**config.mk**
```make
export PLATFORM = sky130hd
export DESIGN_NAME = hub75_bitplane_slicer_flat
export DESIGN_NICKNAME = d
export VERILOG_FILES = /design/src/rtl/hub75_bitplane_slicer_if.sv /design/src/rtl/hub75_bitplane_slicer.sv /design/src/flat_wrapper.sv
export SDC_FILE = /design/constraint.sdc
export NUM_CORES = 1
export LEC_CHECK = 0
export ABC_AREA = 1
export CORE_AREA = 2 2 144 146
export DETAILED_ROUTE_END_ITERATION = 6
export DIE_AREA = 0 0 146 148
export GPL_TIMING_DRIVEN = 0
export HOLD_SLACK_MARGIN = 0.15
export PLACE_DENSITY = 0.55
export SLEW_MARGIN = 20
export SYNTH_ARGS = -nofsm -noshare
export SYNTH_HDL_FRONTEND = slang
export SYNTH_SLANG_ARGS = --single-unit
```
**constraint.sdc**
```tcl
create_clock -name clk -period 2.4 [get_ports clk]
set_input_delay 0.36 -clock clk [delete_from_list [all_inputs] [get_ports clk]]
set_output_delay 0.36 -clock clk [all_outputs]
set_load 0.02 [all_outputs]
```
**src/rtl/hub75_bitplane_slicer_if.sv**
```systemverilog
// Pixel-in / bit-plane-word-out stream bundle for hub75_bitplane_slicer.
// master = upstream/downstream side, slave = the slicer.
interface hub75_bitplane_slicer_if #(
  parameter int unsigned BITDEPTH = 10,
  parameter int unsigned N_PIX    = 4
);
  localparam int unsigned PLW = $clog2(BITDEPTH);

  logic [3*BITDEPTH-1:0] in_data;
  logic                  in_last;
  logic                  in_valid;
  logic                  in_ready;
  logic [3*N_PIX-1:0]    out_data;
  logic [PLW-1:0]        out_plane;
  logic                  out_last;
  logic                  out_valid;
  logic                  out_ready;

  modport master (
    output in_data, in_last, in_valid, out_ready,
    input  in_ready, out_data, out_plane, out_last, out_valid
  );

  modport slave (
    input  in_data, in_last, in_valid, out_ready,
    output in_ready, out_data, out_plane, out_last, out_valid
  );
endinterface

```
**src/rtl/hub75_bitplane_slicer.sv**
```systemverilog
// Regroups N_PIX RGB pixels into BITDEPTH bit-plane words, MSB plane first.
// Define HUB75_SLICER_DBLBUF_EN for ping/pong group buffers (fill and emit overlap).
module hub75_bitplane_slicer #(
  parameter int unsigned BITDEPTH = 10,
  parameter int unsigned N_PIX    = 4
) (
  input  logic                   clk,
  input  logic                   rst_n,
  hub75_bitplane_slicer_if.slave bus
);
  localparam int unsigned PLW  = $clog2(BITDEPTH);
  localparam int unsigned PixW = 3 * BITDEPTH;
  localparam int unsigned CntW = (N_PIX > 1) ? $clog2(N_PIX) : 1;

  typedef logic [N_PIX-1:0][PixW-1:0] group_t;

  // Store a pixel at slot; when closing, clear every slot above it (zero padding).
  function automatic group_t insert_px(group_t g, logic [CntW-1:0] slot,
                                       logic [PixW-1:0] px, logic pad);
    group_t r;
    r = g;
    for (int i = 0; i < N_PIX; i++) begin
      if (CntW'(i) == slot) r[i] = px;
      else if (pad && (CntW'(i) > slot)) r[i] = '0;
    end
    return r;
  endfunction

  function automatic logic [3*N_PIX-1:0] slice(group_t g, logic [PLW-1:0] p);
    logic [3*N_PIX-1:0] w;
    logic [BITDEPTH-1:0] rc, gc, bc;
    w = '0;
    for (int i = 0; i < N_PIX; i++) begin
      rc = g[i][3*BITDEPTH-1:2*BITDEPTH];
      gc = g[i][2*BITDEPTH-1:BITDEPTH];
      bc = g[i][BITDEPTH-1:0];
      w[3*i +: 3] = {rc[p], gc[p], bc[p]};
    end
    return w;
  endfunction

  typedef enum logic [0:0] {StFill, StEmit} state_e;

  group_t             grp0_q, grp0_d;
  logic [CntW-1:0]    cnt_q, cnt_d;
  logic [PLW-1:0]     plane_q, plane_d;
  logic               in_ready_q, in_ready_d;
  logic               out_valid_q;
  logic [3*N_PIX-1:0] out_data_q, out_data_d;
  logic               out_last_q, out_last_d;
  state_e             state_q, state_d;
  logic               in_fire, out_fire, closing;
  group_t             fill_grp, new_grp, emit_grp;
  logic               emit_closed, emit_last, fill_closed;

`ifdef HUB75_SLICER_DBLBUF_EN
  group_t             grp1_q, grp1_d;
  logic [1:0]         closed_q, closed_d, glast_q, glast_d;
  logic               fb_q, fb_d, eb_q, eb_d;
`else
  logic               closed_q, closed_d, glast_q, glast_d;
`endif

  always_comb begin
    in_fire  = bus.in_valid & in_ready_q;
    out_fire = out_valid_q & bus.out_ready;
    closing  = in_fire & (bus.in_last | (cnt_q == CntW'(N_PIX - 1)));
    grp0_d   = grp0_q;
    cnt_d    = cnt_q;
    plane_d  = plane_q;
    closed_d = closed_q;
    glast_d  = glast_q;
    state_d  = state_q;
`ifdef HUB75_SLICER_DBLBUF_EN
    grp1_d   = grp1_q;
    fb_d     = fb_q;
    eb_d     = eb_q;
    fill_grp = fb_q ? grp1_q : grp0_q;
`else
    fill_grp = grp0_q;
`endif
    new_grp = insert_px(fill_grp, cnt_q, bus.in_data, closing);

    if (in_fire) begin
      cnt_d = closing ? '0 : cnt_q + CntW'(1);
`ifdef HUB75_SLICER_DBLBUF_EN
      if (fb_q) grp1_d = new_grp;
      else      grp0_d = new_grp;
      if (closing) begin
        closed_d[fb_q] = 1'b1;
        glast_d[fb_q]  = bus.in_last;
        fb_d           = ~fb_q;
      end
`else
      grp0_d = new_grp;
      if (closing) begin
        closed_d = 1'b1;
        glast_d  = bus.in_last;
      end
`endif
    end

    if (out_fire) begin
      if (plane_q == '0) begin
        state_d = StFill;
`ifdef HUB75_SLICER_DBLBUF_EN
        closed_d[eb_q] = 1'b0;
        eb_d           = ~eb_q;
`else
        closed_d = 1'b0;
`endif
      end else begin
        plane_d = plane_q - PLW'(1);
      end
    end

`ifdef HUB75_SLICER_DBLBUF_EN
    emit_grp    = eb_d ? grp1_d : grp0_d;
    emit_closed = closed_d[eb_d];
    emit_last   = glast_d[eb_d];
    fill_closed = closed_d[fb_d];
`else
    emit_grp    = grp0_d;
    emit_closed = closed_d;
    emit_last   = glast_d;
    fill_closed = closed_d;
`endif

    // A bank closed this edge (or waiting) starts emitting with no bubble.
    if ((state_d == StFill) && emit_closed) begin
      state_d = StEmit;
      plane_d = PLW'(BITDEPTH - 1);
    end

    in_ready_d = ~fill_closed;
    out_data_d = slice(emit_grp, plane_d);
    out_last_d = (state_d == StEmit) & (plane_d == '0) & emit_last;
  end

  always_ff @(posedge clk or negedge rst_n) begin
    if (!rst_n) begin
      state_q     <= StFill;
      grp0_q      <= '0;
      cnt_q       <= '0;
      plane_q     <= '0;
      closed_q    <= '0;
      glast_q     <= '0;
      in_ready_q  <= 1'b1;
      out_valid_q <= 1'b0;
      out_data_q  <= '0;
      out_last_q  <= 1'b0;
`ifdef HUB75_SLICER_DBLBUF_EN
      grp1_q      <= '0;
      fb_q        <= 1'b0;
      eb_q        <= 1'b0;
`endif
    end else begin
      state_q     <= state_d;
      grp0_q      <= grp0_d;
      cnt_q       <= cnt_d;
      plane_q     <= plane_d;
      closed_q    <= closed_d;
      glast_q     <= glast_d;
      in_ready_q  <= in_ready_d;
      out_valid_q <= (state_d == StEmit);
      out_data_q  <= out_data_d;
      out_last_q  <= out_last_d;
`ifdef HUB75_SLICER_DBLBUF_EN
      grp1_q      <= grp1_d;
      fb_q        <= fb_d;
      eb_q        <= eb_d;
`endif
    end
  end

  assign bus.in_ready  = in_ready_q;
  assign bus.out_valid = out_valid_q;
  assign bus.out_data  = out_data_q;
  assign bus.out_plane = plane_q;
  assign bus.out_last  = out_last_q;
endmodule
```
**src/flat_wrapper.sv**
```systemverilog
// flat-port wrapper written by rule: the top's interface ports become plain ports
module hub75_bitplane_slicer_flat 
#(
  parameter int unsigned BITDEPTH = 10,
  parameter int unsigned N_PIX    = 4
)
  (clk, rst_n, bus_in_data, bus_in_last, bus_in_valid, bus_out_ready, bus_in_ready, bus_out_data, bus_out_plane, bus_out_last, bus_out_valid);
  hub75_bitplane_slicer_if #(.BITDEPTH(BITDEPTH), .N_PIX(N_PIX)) bus_i ();
  input  logic clk;
  input  logic rst_n;
  input wire logic [$bits(bus_i.in_data)-1:0] bus_in_data;
  input wire logic [$bits(bus_i.in_last)-1:0] bus_in_last;
  input wire logic [$bits(bus_i.in_valid)-1:0] bus_in_valid;
  input wire logic [$bits(bus_i.out_ready)-1:0] bus_out_ready;
  output wire logic [$bits(bus_i.in_ready)-1:0] bus_in_ready;
  output wire logic [$bits(bus_i.out_data)-1:0] bus_out_data;
  output wire logic [$bits(bus_i.out_plane)-1:0] bus_out_plane;
  output wire logic [$bits(bus_i.out_last)-1:0] bus_out_last;
  output wire logic [$bits(bus_i.out_valid)-1:0] bus_out_valid;
  assign bus_i.in_data = bus_in_data;
  assign bus_i.in_last = bus_in_last;
  assign bus_i.in_valid = bus_in_valid;
  assign bus_i.out_ready = bus_out_ready;
  assign bus_in_ready = bus_i.in_ready;
  assign bus_out_data = bus_i.out_data;
  assign bus_out_plane = bus_i.out_plane;
  assign bus_out_last = bus_i.out_last;
  assign bus_out_valid = bus_i.out_valid;
  hub75_bitplane_slicer #(.BITDEPTH(BITDEPTH), .N_PIX(N_PIX)) u_core (.clk(clk), .rst_n(rst_n), .bus(bus_i));
endmodule
```
Word-level counts from Yosys, hierarchy flattened

Index checks and enable logic that the tools add are counted.

$add $sub $neg: 2
Magnitude comparators: 5
Equality and inequality tests: 4
Mux-type cells: 46
Bitwise gates (word level): 8
Reduce and logical (&&, ||, !) cells: 8

Operator list:

| cell                                                         | count |
|---|---|
| two-way mux 30 bit                                           | 8 |
| two-way mux 120 bit                                          | 1 |
| binary-select mux 1 bit (select 4 bit)                       | 12 |
| two-way mux 1 bit                                            | 21 |
| two-way mux 4 bit                                            | 3 |
| logical NOT 4 bit                                            | 2 |
| bitwise AND 1 bit                                            | 5 |
| logical AND 1 bit                                            | 5 |
| less-than comparator 4 x 5 -> 1 bit, second input constant   | 1 |
| equality test 2 bit, first input constant                    | 2 |
| greater-than comparator 1 x 2 -> 1 bit, first input constant | 2 |
| greater-than comparator 2 bit, first input constant          | 2 |
| subtractor 4 x 1 -> 4 bit, second input constant             | 1 |
| adder 2 x 1 -> 2 bit, second input constant                  | 1 |
| equality test 1 x 2 -> 1 bit, first input constant           | 1 |
| equality test 2 bit, second input constant                   | 1 |
| logical NOT 2 bit                                            | 1 |
| two-way mux 2 bit                                            | 1 |
| inverter 1 bit                                               | 2 |
| OR 1 bit                                                     | 1 |

Bits in registers: 143
Bits of input ports: 35
Output and inout port bits: 19
Logic and storage cells: 85

Longest topological paths before layout

Gate-level depths: netlist (run 1).

Depth after elaboration: 12
Depth in mapped cells: 16
Gate-level depth less buffers: 15

Worst setup path before layout (run 1)

OpenSTA, ideal clock, no wires.

Path type: register to register
From: reg u_core.plane_q[0], in the netlist u_core.bus.out_plane[0]
To: reg u_core.out_data_q[4], in the netlist u_core.bus.out_data[4]
Library setup time: 0.121 ns
Data arrival time: 1.780 ns
Data required time: 2.279 ns
Setup slack: 0.498 ns
Cell stages (with the launch flop): 14
Path buffers: 1
Clock period less this slack: 1.902 ns
Cells stage by stage: dfrtp_1 > inv_1 > ha_1 > inv_1 > nor2_2 > o21ai_1 > o21ai_2 > inv_2 > buf_1 > nand3_1 > nand2_1 > nand2_1 > nand3_1 > nand2_1

Word-level cells in the longest chain between the ends: 8
Elaborated cells on any way between the ends: 13
Those cells by class: add/sub: 1; mux: 9; bitwise: 1; reduce/logical: 2

RTL lines:

| what                                                              | RTL line                     | text |
|---|---|---|
| from (decl)                                                       | hub75_bitplane_slicer.sv:46  | `logic [PLW-1:0] plane_q, plane_d;` |
| from (signal assigned)                                            | hub75_bitplane_slicer.sv:161 | `plane_q <= plane_d;` |
| branches (longest 5 deep; another with subtractor 4 x 1 -> 4 bit) | n/a                          |  |
| two-way mux 4 bit *                                               | hub75_bitplane_slicer.sv:130 | `if ((state_d == StFill) && emit_closed) begin` |
| binary-select mux 1 bit (select 4 bit) *                          | hub75_bitplane_slicer.sv:37  | `w[3*i +: 3] = {rc[p], gc[p], bc[p]};` |
| two-way mux 1 bit (not written as such) *                         | hub75_bitplane_slicer.sv:37  |  |
| named net u_core.out_data_d[4]                                    | hub75_bitplane_slicer.sv:49  | `logic [3*N_PIX-1:0] out_data_q, out_data_d;` |
| to (signal assigned)                                              | hub75_bitplane_slicer.sv:166 | `out_data_q <= out_data_d;` |
| to (decl)                                                         | hub75_bitplane_slicer.sv:49  |  |

Mark *: on every way through the listed nets, which the timed path passes. The select of a mux whose other input is x is not followed.
A chain may end at the register's enable or synchronous reset.

==> run summary, run 1 <==
PwrDens: 1400 mW/mm²
Setup Skew: 0.00651 ns
Routed vias: 6093
# DRC: 0
Vias per inst: 4.99
Final setup vio count: 0
Ports: 54
Worst Setup EP: u_core.bus.out_data[4]$_DFF_PN0_
Sequential fraction of the synthesis area: 0.522
Worst VDD drop: 0.000717 V
Worst EP required: 2.76 ns
Final wirelength: 22800 µm
Die area: 0.0216 mm²
Sw Ratio: 0.422
Comb power frac: 0.476
Yosys reg bits: 143
Iteration count of the initial detailed-routing pass: 5
Util after Layout: 0.422
Worst slew pin tran: 0.596 ns
Cell area after synthesis: 0.00686 mm²
Clk pwr share: 0.215
Core area: 0.0200 mm²
GPL Wtd Cong: 0.947
Global-route wire length before repair: 35400 µm
Synth warnings: 0
Initial antenna violation count: 0
Fin crit share: 0.946
Worst slew margin: 0.603
Crit. End Element: flop
# diodes: 0
Netlist cell types: 36
Non-filler instance count after layout: 1222
Flop pwr share: 0.309
DP Worst Slack: -0.531 ns
Critical path launch point type: flop
Max Cap Viol: 0
Initial Util: 0.342
Placed cells: 1186
Critical path arrival: 2.63 ns
Overflow after GRT: 0
Hold Vio Cnt, Final: 0
Die H: 148 µm
RR Endpoint: u_core.bus.out_data[4]$_DFF_PN0_
Min Tclk post-route: 2.27 ns
TritonCTS clock tree: done
Crit Path Max Fanout: 10
Longest Clk Path Bufs: 2
CTS HTree Levels: 4
Post-Syn Nets: 903
Pint: 6.86 mW
GRT Util Overall: 0.219
Row cnt: 52
Vias in the first global route: 6093
Sw power: 5.00 mW
Fmax: 440 MHz
Hold Path Class: reg -> reg
Root Buffer: clkbuf_16
Area delta synth->final: 23.2%
PnR worst setup slack: 0.130 ns
Final slew viol count: 0
Worst-skew pair later-pin latency: 0.43 ns
IO buf count: 53
Reg2reg path depth: 13
Outcome: finished, final reports clean
Share of layout cells above drive strength 1: 0.107
Reg2reg start: u_core.cnt_q[1]$_DFFE_PN0N_
HPWL after DPL: 16200 µm
R2r setup slk: 0.13 ns
Total CTS buffers: 17
Crit. Startpoint: u_core.cnt_q[1]$_DFFE_PN0N_
Number of DRC markers in iteration 0: 499
NumNets Final: 980
Post-DRT Antenna Nets: 0
Die Width: 146 µm
CTS sink cnt: 143
Wirelength per Cell: 18.6 µm
Critical path type: reg -> reg
Largest net degree at the start of global routing: 77
Mapped Cells: 862
Leak pwr: 4.37 nW
Clk slew on worst S/H paths: 0.06 ns
Mapped Avg Cell Area: 7.96 µm²
-- worst max-delay path: stages, from the launching register on --
cell	delay (ns)
dfrtp_1	0.39
inv_1	0.14
ha_1	0.17
inv_1	0.04
nor2_2	0.20
clkbuf_1	0.50
nand2_1	0.11
nand2_1	0.11
nand3_1	0.08
nand3_1	0.08
nand2_1	0.08
nand2_1	0.06
nand3_1	0.13
nand2_1	0.09
-- state kept, by name, indices dropped and copies added, names as in the netlist --
signal / flops
u_core.bus.out_last: 1
u_core.fill_grp: 120
u_core.bus.out_valid: 1
u_core.cnt_q: 2
u_core.closed_q: 1
u_core.bus.out_data: 12
u_core.bus.in_ready: 1
u_core.glast_q: 1
u_core.bus.out_plane: 4
-- metal layers --
metal | vias up | routed length (µm) | global-route usage
met4 | 0 | 914 | 0.0995
li1 | 2904 | - | -
met2 | 202 | 10200 | 0.339
met5 | - | 0 | 0
met1 | 2933 | 10400 | 0.298
met3 | 54 | 1180 | 0.0441
-- kinds of logic after synthesis --
kind of cell	after synthesis	share of synthesized area
buffers and inverters	168	0.0992
DFF	143	0.522
adders and majority gates	6	0.0109
and+or+nand+nor	446	0.284
AOI/OAI and AO/OA	99	0.0846
-- repair_timing --
action / CTS / global route
resized for setup: 5 / 57
endpoints found under the hold margin: 66 / 0
hold buffers: 1 / 0
pin swaps: 0 / 2
endpoints found under the setup margin: 6 / 12
buffers inserted: 0 / 3
-- cell usage in the layout, fill, tap and decap left out, types with 8 or more instances in the layout --
| cell | netlist | layout |
|---|---|---|
| clkbuf_2 | 1 | 8 |
| o21ai_0 | 59 | 53 |
| clkdlybuf4s50_1 | 0 | 52 |
| or2_0 | 8 | 8 |
| inv_1 | 115 | 113 |
| o211ai_1 | 13 | 13 |
| nand2_1 | 268 | 267 |
| dfrtp_1 | 142 | 142 |
| buf_4 | 2 | 8 |
| buf_2 | 24 | 16 |
| a22oi_1 | 8 | 8 |
| o21ai_1 | 6 | 12 |
| clkbuf_16 | 0 | 17 |
| nand3_1 | 142 | 140 |
| clkbuf_1 | 18 | 12 |
-- stage by stage --
stage	hold WS [ns]	area [µm²]	power (mW)	TNS, ns
CTS	0.467	8350	11.6	0
global placement	0.451	7730	8.96	-742.82
global route	0.495	8450	12.7	-0.00103
finish	0.469	8450	11.9	0
floorplan	0.0644	6860	7.14	0
detailed placement	0.362	7760	9.02	-3.17
-- synth_stat cells (all sizes together) --
library cell / instances / share of area
nand2: 275 / 0.15
nand3: 143 / 0.11
dfrtp: 142 / 0.52
inv: 120 / 0.066
o21ai: 67 / 0.051
buf: 28 / 0.022
clkbuf: 19 / 0.011
o211ai: 13 / 0.014
or2: 12 / 0.011
a22oi: 8 / 0.0088
nor2: 7 / 0.0046
ha: 6 / 0.011
nand4: 6 / 0.0055
a21oi: 5 / 0.0036
o21a: 4 / 0.0044
a22o: 2 / 0.0026
nor3: 2 / 0.0031
and2: 1 / 0.00091
clkinv: 1 / 0.00073
dfstp: 1 / 0.0038
-- worst min path at each step --
stage / startpoint / end / slack (ns) / cells past startpoint
2_1_floorplan: rst_n / u_core.bus.out_data[0]$_DFF_PN0_ / 0.06 / 0
3_3_place_gp: u_core.fill_grp[63]$_DFF_PN0_ / u_core.fill_grp[63]$_DFF_PN0_ / 0.45 / 2
3_5_place_dp: rst_n / u_core.bus.out_data[4]$_DFF_PN0_ / 0.36 / 1
4_1_cts: u_core.fill_grp[63]$_DFF_PN0_ / u_core.fill_grp[63]$_DFF_PN0_ / 0.47 / 2
5_1_grt: u_core.fill_grp[63]$_DFF_PN0_ / u_core.fill_grp[63]$_DFF_PN0_ / 0.49 / 2
6_report: u_core.fill_grp[63]$_DFF_PN0_ / u_core.fill_grp[63]$_DFF_PN0_ / 0.47 / 2
-- power by group through the flow --
stage	combinational, mW	clock, mW	sequential [mW]
after floorplan	3.33	0	3.80
after global placement	5.27	0	3.69
after detailed placement	5.32	0	3.70
after CTS	5.36	2.60	3.66
after global routing	6.23	2.69	3.77
final	5.65	2.54	3.67
-- area by class of cell --
cell class	instances	area, µm²
buffer	47	289
clock buffer	26	509
clock inverter	6	55.1
fill	2077	11600
inverter	121	465
multi-input combinational	551	2620
sequential	143	3580
tap	270	338
timing repair buffer	58	596
No activity file was read; power rests on OpenSTA's default activity.
==> inputs of run 2 (changes only) <==
ABC_AREA = not set   (was 1)
CORE_AREA = 2 2 143 145   (was 2 2 144 146)
DIE_AREA = 0 0 145 147   (was 0 0 146 148)
==> run 2 against run 1 <==
The flow now finishes with violations (negative setup slack); combinational power is 49% higher; register-to-register slack got worse by 0.19 ns; clock power rose by 8%; fmax down 7.8%; setup slack worse by 0.19 ns; largest cell class unchanged; via count down 6.3%; clock skew rose by 0.0037 ns; critical endpoint is now u_core.bus.out_data[2]$_DFF_PN0_.
==> run summary, run 2 <==
GRT Util Overall: 0.223 (was 0.219)
Die area: 0.0213 mm² (was 0.0216 mm²)
Util after Layout: 0.464 (was 0.422)
Longest Clk Path Bufs: 2 (unchanged)
Area of the multi-input gates: 0.00322 mm² (was 0.00262 mm²)
Iteration count of the initial detailed-routing pass: 5 (unchanged)
Fraction of registers with async set/reset: 1.00 (unchanged)
Crit Path Max Fanout: 5 (was 10)
Critical path type: reg -> reg (unchanged)
PwrDens: 1620 mW/mm² (was 1400 mW/mm²)
# DRC: 0 (unchanged)
Leak pwr: 4.20 nW (was 4.37 nW)
Fmax: 406 MHz (was 440 MHz)
Worst slew pin tran: 0.552 ns (was 0.596 ns)
Yosys reg bits: 143 (unchanged)
Non-filler instance count after layout: 1007 (was 1222)
Worst VDD drop: 0.000767 V (was 0.000717 V)
# diodes: 0 (unchanged)
HPWL after DPL: 15400 µm (was 16200 µm)
Crit. End Element: flop (unchanged)
Adder-cell share of the synthesized area: 0.0111 (was 0.0109)
Largest net degree at the start of global routing: 76 (was 77)
Compound-Gate Fraction of Synth Area: 0.234 (was 0.0846)
Mapped Avg Cell Area: 11.2 µm² (was 7.96 µm²)
Global-route wire length before repair: 35500 µm (was 35400 µm)
Ports: 54 (unchanged)
Filler cells: 1807 (was 2077)
Simple-gate area share of the yosys netlist: 0.114 (was 0.284)
Number of DRC markers in iteration 0: 552 (was 499)
Share of the synthesized area in the top cell type: 0.524 (was 0.518)
Max reg flops: 120 (unchanged)
CTS sink cnt: 143 (unchanged)
Die Width: 145 µm (was 146 µm)
Core area: 0.0198 mm² (was 0.0200 mm²)
Placed cells: 926 (was 1186)
Vias in the first global route: 5724 (was 6093)
Worst slew margin: 0.632 (was 0.603)
Max Cap Viol: 0 (unchanged)
IO buf count: 51 (was 53)
Root Buffer: clkbuf_16 (unchanged)
Initial Util: 0.342 (about the same)
Initial antenna violation count: 0 (unchanged)
Mapped Cells: 604 (was 862)
Post-DRT Antenna Nets: 0 (unchanged)
TritonCTS clock tree: done (unchanged)
Wirelength per Cell: 23.7 µm (was 18.6 µm)
Critical path launch point type: flop (unchanged)
Vias per inst: 5.67 (was 4.99)
GPL Wtd Cong: 0.907 (was 0.947)
Synth warnings: 0 (unchanged)
Critical path arrival: 2.77 ns (was 2.63 ns)
NumNets Final: 765 (was 980)
Final slew viol count: 0 (unchanged)
Xor/xnor share of the synthesized area: 0 (unchanged)
Total CTS buffers: 17 (unchanged)
Share of layout cells above drive strength 1: 0.293 (was 0.107)
Clk slew on worst S/H paths: 0.06 ns (about the same)
Min Tclk post-route: 2.46 ns (was 2.27 ns)
Post-Syn Nets: 645 (was 903)
Final setup vio count: 5 (was 0)
Leading area contributor after synthesis: dfrtp_1 (unchanged)
Hold slack: 0.426 ns (was 0.469 ns)
Most frequent cell after synthesis: dfrtp_1 (was nand2_1)
Most frequent cells in the layout: 140 x dfrtp_1, 82 x a22o_1, 77 x nand2_1 (was 267 x nand2_1, 142 x dfrtp_1, 140 x nand3_1)
Netlist cell types: 67 (was 36)
Sequential fraction of the synthesis area: 0.528 (was 0.522)
CTS HTree Levels: 4 (unchanged)
Hold Vio Cnt, Final: 0 (unchanged)
Final wirelength: 23900 µm (was 22800 µm)
Row cnt: 52 (unchanged)
RSZ-0062 raised after global routing: true
Worst EP required: 2.71 ns (was 2.76 ns)
Outcome: finished, violations left (was finished, final reports clean)
Primary FF master, synth: dfrtp_1 (unchanged)
Routed vias: 5711 (was 6093)
Commonest non-fill, non-tap cell in the layout: dfrtp_1 (was nand2_1)
Hold Path Class: in -> reg (was reg -> reg)
Cell area after synthesis: 0.00678 mm² (was 0.00686 mm²)
Total power: 14.9 mW (was 11.9 mW)
Failing checks: negative setup slack
Post-synth EDFFs: 0 (unchanged)
Synth top cells by count: 142 x dfrtp_1, 82 x a22o_1, 78 x nand2_1 (was 268 x nand2_1, 142 x dfrtp_1, 142 x nand3_1)
Worst-skew pair later-pin latency: 0.43 ns (about the same)
Largest family of logic cells by synthesized area: compound AO/OA/AOI/OAI gates (was simple AND/OR/NAND/NOR gates)
Fin crit share: 1.03 (was 0.946)
Mux contribution to synthesized area: 0.0685 (was 0)
Overflow after GRT: 0 (unchanged)
Area delta synth->final: 35.9% (was 23.2%)
PnR worst setup slack: -0.0637 ns (was 0.130 ns)
Die H: 147 µm (was 148 µm)
Largest cells by area after synthesis: dfrtp_1 52%, a22o_1 11%, nand2_1 4.3% (was dfrtp_1 52%, nand2_1 15%, nand3_1 10%)
Register area: 0.00358 mm² (about the same)
Setup Skew: 0.0102 ns (was 0.00651 ns)
run 2: metrics by stage:
stage	instance area, µm²	TNS [ns]	worst slack, ns
3_3_place_gp	7630	-687.36	-4.74
5_1_grt	9210	-0.679	-0.0930
3_5_place_dp	7660	-14.38	-1.08
4_1_cts	8770	-0.174	-0.0689
6_report	9210	-0.148	-0.0637
2_1_floorplan	6780	0	0.0269
run 2: routing by layer:
| metal | global-route usage | vias to the layer above | share of wire |
|---|---|---|---|
| met2 | 0.333 | 279 | 0.45 |
| met5 | 0 | - | 0 |
| li1 | - | 2483 | - |
| met3 | 0.0553 | 49 | 0.074 |
| met1 | 0.305 | 2900 | 0.44 |
| met4 | 0.108 | 0 | 0.039 |
run 2: worst paths after layout:
path | from | to | slack, ns | depth (start not counted)
setup / recovery | u_core.bus.out_plane[1]$_DFF_PN0_ | u_core.bus.out_data[2]$_DFF_PN0_ | -0.06 | 9
min in group asynchronous | rst_n | u_core.fill_grp[28]$_DFF_PN0_ | 0.48 | 2
max in group asynchronous | rst_n | u_core.bus.in_ready$_DFF_PN1_ | 1.13 | 3
setup reg to reg | u_core.bus.out_plane[1]$_DFF_PN0_ | u_core.bus.out_data[2]$_DFF_PN0_ | -0.06 | 9
hold / removal | bus_in_last | u_core.cnt_q[1]$_DFFE_PN0N_ | 0.43 | 4
hold reg to reg | u_core.fill_grp[18]$_DFF_PN0_ | u_core.fill_grp[18]$_DFF_PN0_ | 0.47 | 2
run 2: final cells by class:
type,instances,share of cell area
buffer,42,0.0428
clock buffer,20,0.0485
clock inverter,12,0.0173
inverter,18,0.00856
multi-input combinational,400,0.349
sequential,143,0.389
tap,270,0.0367
timing repair buffer,102,0.108
run 2: logic make-up after synthesis:
group | Yosys count
AOI/OAI and AO/OA | 188
and+or+nand+nor | 162
DFF | 143
buffers and inverters | 61
muxes | 44
adders and majority gates | 6
run 2: report_power, final:
part	switching (mW)	internal, mW
sequential	0.356	3.41
clock	1.07	1.67
combinational	4.61	3.81
total	6.03	8.89
run 2: what timing repair did:
action                                  CTS  global route
hold endpoints to repair                 68             0
pin swaps                                18            26
endpoints found under the setup margin   26            12
hold buffers                              1             0
resized for setup                        82            71
setup buffers                            30            18
gates cloned                              0             1
run 2: worst max-delay path, stage by stage (launching register included):
cell and delay [ns]:
dfrtp_2 0.43, inv_4 0.07, ha_4 0.14, or3b_4 0.40, a31oi_4 0.26, o21ai_4 0.13
buf_6 0.18, mux2i_1 0.12, mux2_4 0.30, o211ai_1 0.31
==> inputs of run 3 (changes only) <==
clock period = 2.3 ns   (was 2.4 ns; I/O delays follow)
==> run 3 against run 2 <==
The run still ends with negative setup slack left; register-to-register slack got worse by 0.06 ns; combinational power increased by 6.4%; largest cell class unchanged; critical path depth grew 3; global-route usage about the same; largest power group unchanged; critical path type unchanged; sequential power grew 5%.
==> run summary, run 3 (synthesis gave the netlist of run 2 again) <==
Max reg flops: 120 (unchanged)
Routed vias: 5769 (was 5711)
Crit. End Element: flop (unchanged)
Filler cells: 1791 (was 1807)
Global-route wire length before repair: 35300 µm (was 35500 µm)
Wirelength per Cell: 23.6 µm (was 23.7 µm)
Die Width: 145 µm (unchanged)
PnR worst setup slack: -0.119 ns (was -0.0637 ns)
Worst slew margin: 0.669 (was 0.632)
Iteration count of the initial detailed-routing pass: 5 (unchanged)
# diodes: 0 (unchanged)
Crit Path Max Fanout: 6 (was 5)
Worst hold start: bus_in_last (unchanged)
Worst EP required: 2.61 ns (was 2.71 ns)
Critical path launch point type: flop (unchanged)
Die area: 0.0213 mm² (unchanged)
Vias per inst: 5.71 (was 5.67)
Hold Path Class: in -> reg (unchanged)
Crit-path max cell delay: 0.43 ns (about the same)
Worst-skew pair later-pin latency: 0.43 ns (about the same)
Reg2reg start: u_core.bus.out_plane[1]$_DFF_PN0_ (unchanged)
Ports: 54 (unchanged)
Number of DRC markers in iteration 0: 593 (was 552)
Util after Layout: 0.470 (was 0.464)
CTS sink cnt: 143 (unchanged)
GRT Util Overall: 0.223 (about the same)
Worst path cell trace: inv_4 -> ha_4 -> nor3b_4 -> buf_6 -> nor3_4 -> o21ai_4 -> inv_4 -> buf_8 -> buf_12 -> o211ai_1 -> o211ai_1 -> a32o_1 (was inv_4 -> ha_4 -> or3b_4 -> a31oi_4 -> o21ai_4 -> buf_6 -> mux2i_1 -> mux2_4 -> o211ai_1)
Clk slew on worst S/H paths: 0.06 ns (about the same)
Worst slew pin tran: 0.490 ns (was 0.552 ns)
Row cnt: 52 (unchanged)
CTS HTree Levels: 4 (unchanged)
Die H: 147 µm (unchanged)
Initial antenna violation count: 0 (unchanged)
Hold slack: 0.399 ns (was 0.426 ns)
Worst VDD drop: 0.000799 V (was 0.000767 V)
Total power: 15.9 mW (was 14.9 mW)
Failing checks: negative setup slack (unchanged)
Critical path arrival: 2.73 ns (was 2.77 ns)
Final slew viol count: 0 (unchanged)
Vias in the first global route: 5864 (was 5724)
GPL Wtd Cong: 0.908 (was 0.907)
R2r setup slk: -0.12 ns (was -0.06 ns)
Largest net degree at the start of global routing: 96 (was 76)
Total CTS buffers: 17 (unchanged)
Area delta synth->final: 37.5% (was 35.9%)
Root Buffer: clkbuf_16 (unchanged)
Min Tclk post-route: 2.42 ns (was 2.46 ns)
Overflow after GRT: 0 (unchanged)
Commonest non-fill, non-tap cell in the layout: dfrtp_1 (unchanged)
Final wirelength: 23800 µm (was 23900 µm)
TNS Setup: -0.903 ns (was -0.148 ns)
Hold Vio Cnt, Final: 0 (unchanged)
HPWL after DPL: 15400 µm (about the same)
Critical path type: reg -> reg (unchanged)
Post-DRT Antenna Nets: 0 (unchanged)
Fmax: 413 MHz (was 406 MHz)
Outcome: finished, violations left (unchanged)
Share of layout cells above drive strength 1: 0.301 (was 0.293)
NumNets Final: 769 (was 765)
Setup Skew: 0.00916 ns (was 0.0102 ns)
Max Cap Viol: 0 (unchanged)
Leak pwr: 4.25 nW (was 4.20 nW)
Most frequent cells in the layout: 140 x dfrtp_1, 82 x a22o_1, 77 x nand2_1 (unchanged)
PwrDens: 1710 mW/mm² (was 1620 mW/mm²)
Non-filler instance count after layout: 1011 (was 1007)
RSZ-0062 raised after global routing: true (unchanged)
TritonCTS clock tree: done (unchanged)
Fin crit share: 1.05 (was 1.03)
Core area: 0.0198 mm² (unchanged)
Placed cells: 926 (unchanged)
CP max-delay cell: dfrtp_2 (unchanged)
CP top delay family: compound AO/OA/AOI/OAI gates (unchanged)
Final setup vio count: 12 (was 5)
Worst Path Buf+Inv: 5 (was 2)
IO buf count: 51 (unchanged)
Longest Clk Path Bufs: 2 (unchanged)
Initial Util: 0.342 (unchanged)
Crit. Startpoint: u_core.bus.out_plane[1]$_DFF_PN0_ (unchanged)
# DRC: 0 (unchanged)
==> run 3: tightest hold or removal path: stages <==
cell and delay, ns:
buf_2 0.20, nor3_1 0.10, nand2_1 0.06, o21ai_0 0.07
==> run 3: report_power, final <==
group,total (mW),internal [mW],switching [mW]
clock,3.02,1.93,1.09
combinational,8.95,4.10,4.84
sequential,3.94,3.56,0.378
==> run 3: path summary, 6_finish.rpt <==
kind / depth (start not counted) / to
worst min register to register: 2 / u_core.fill_grp[19]$_DFF_PN0_
min in group asynchronous: 2 / u_core.fill_grp[109]$_DFF_PN0_
max in group asynchronous: 3 / u_core.bus.out_plane[1]$_DFF_PN0_
worst max-delay path: 12 / u_core.bus.out_data[10]$_DFF_PN0_
worst min-delay path: 4 / u_core.cnt_q[1]$_DFFE_PN0N_
worst max register to register: 12 / u_core.bus.out_data[10]$_DFF_PN0_
==> run 3: area by class of cell <==
type / count / area (µm²) / share of cell area
Inverter: 18 / 83.8 / 0.00899
Buffer: 39 / 384 / 0.0412
Timing Repair Buffer: 109 / 1050 / 0.112
Tap cell: 270 / 338 / 0.0362
Multi-Input combinational cell: 400 / 3240 / 0.348
Sequential cell: 143 / 3580 / 0.384
Clock inverter: 9 / 155 / 0.0166
Clock buffer: 23 / 488 / 0.0523
==> run 3: routing by layer <==
layer	wire [µm]	GRT usage	vias up	share of wire
li1	-	-	2489	-
met1	10100	0.295	2898	0.43
met2	10800	0.339	320	0.45
met3	2090	0.0789	62	0.088
met4	832	0.0832	0	0.035
met5	0	0	-	0
==> run 3: timing repair <==
item,4_1_cts,5_1_grt
endpoints found under the hold margin,48,0
gates cloned,1,0
buffers inserted,43,12
hold buffers,1,0
pin swaps,27,24
gates resized for setup,118,45
setup endpoints to repair,27,12
==> run 3: metrics by stage <==
stage | worst slack, ns | cell area [µm²]
after floorplan | 0.0131 | 6780
after global placement | -5.32 | 7630
after detailed placement | -1.17 | 7660
after CTS | -0.118 | 9080
after global routing | -0.163 | 9320
final | -0.119 | 9320
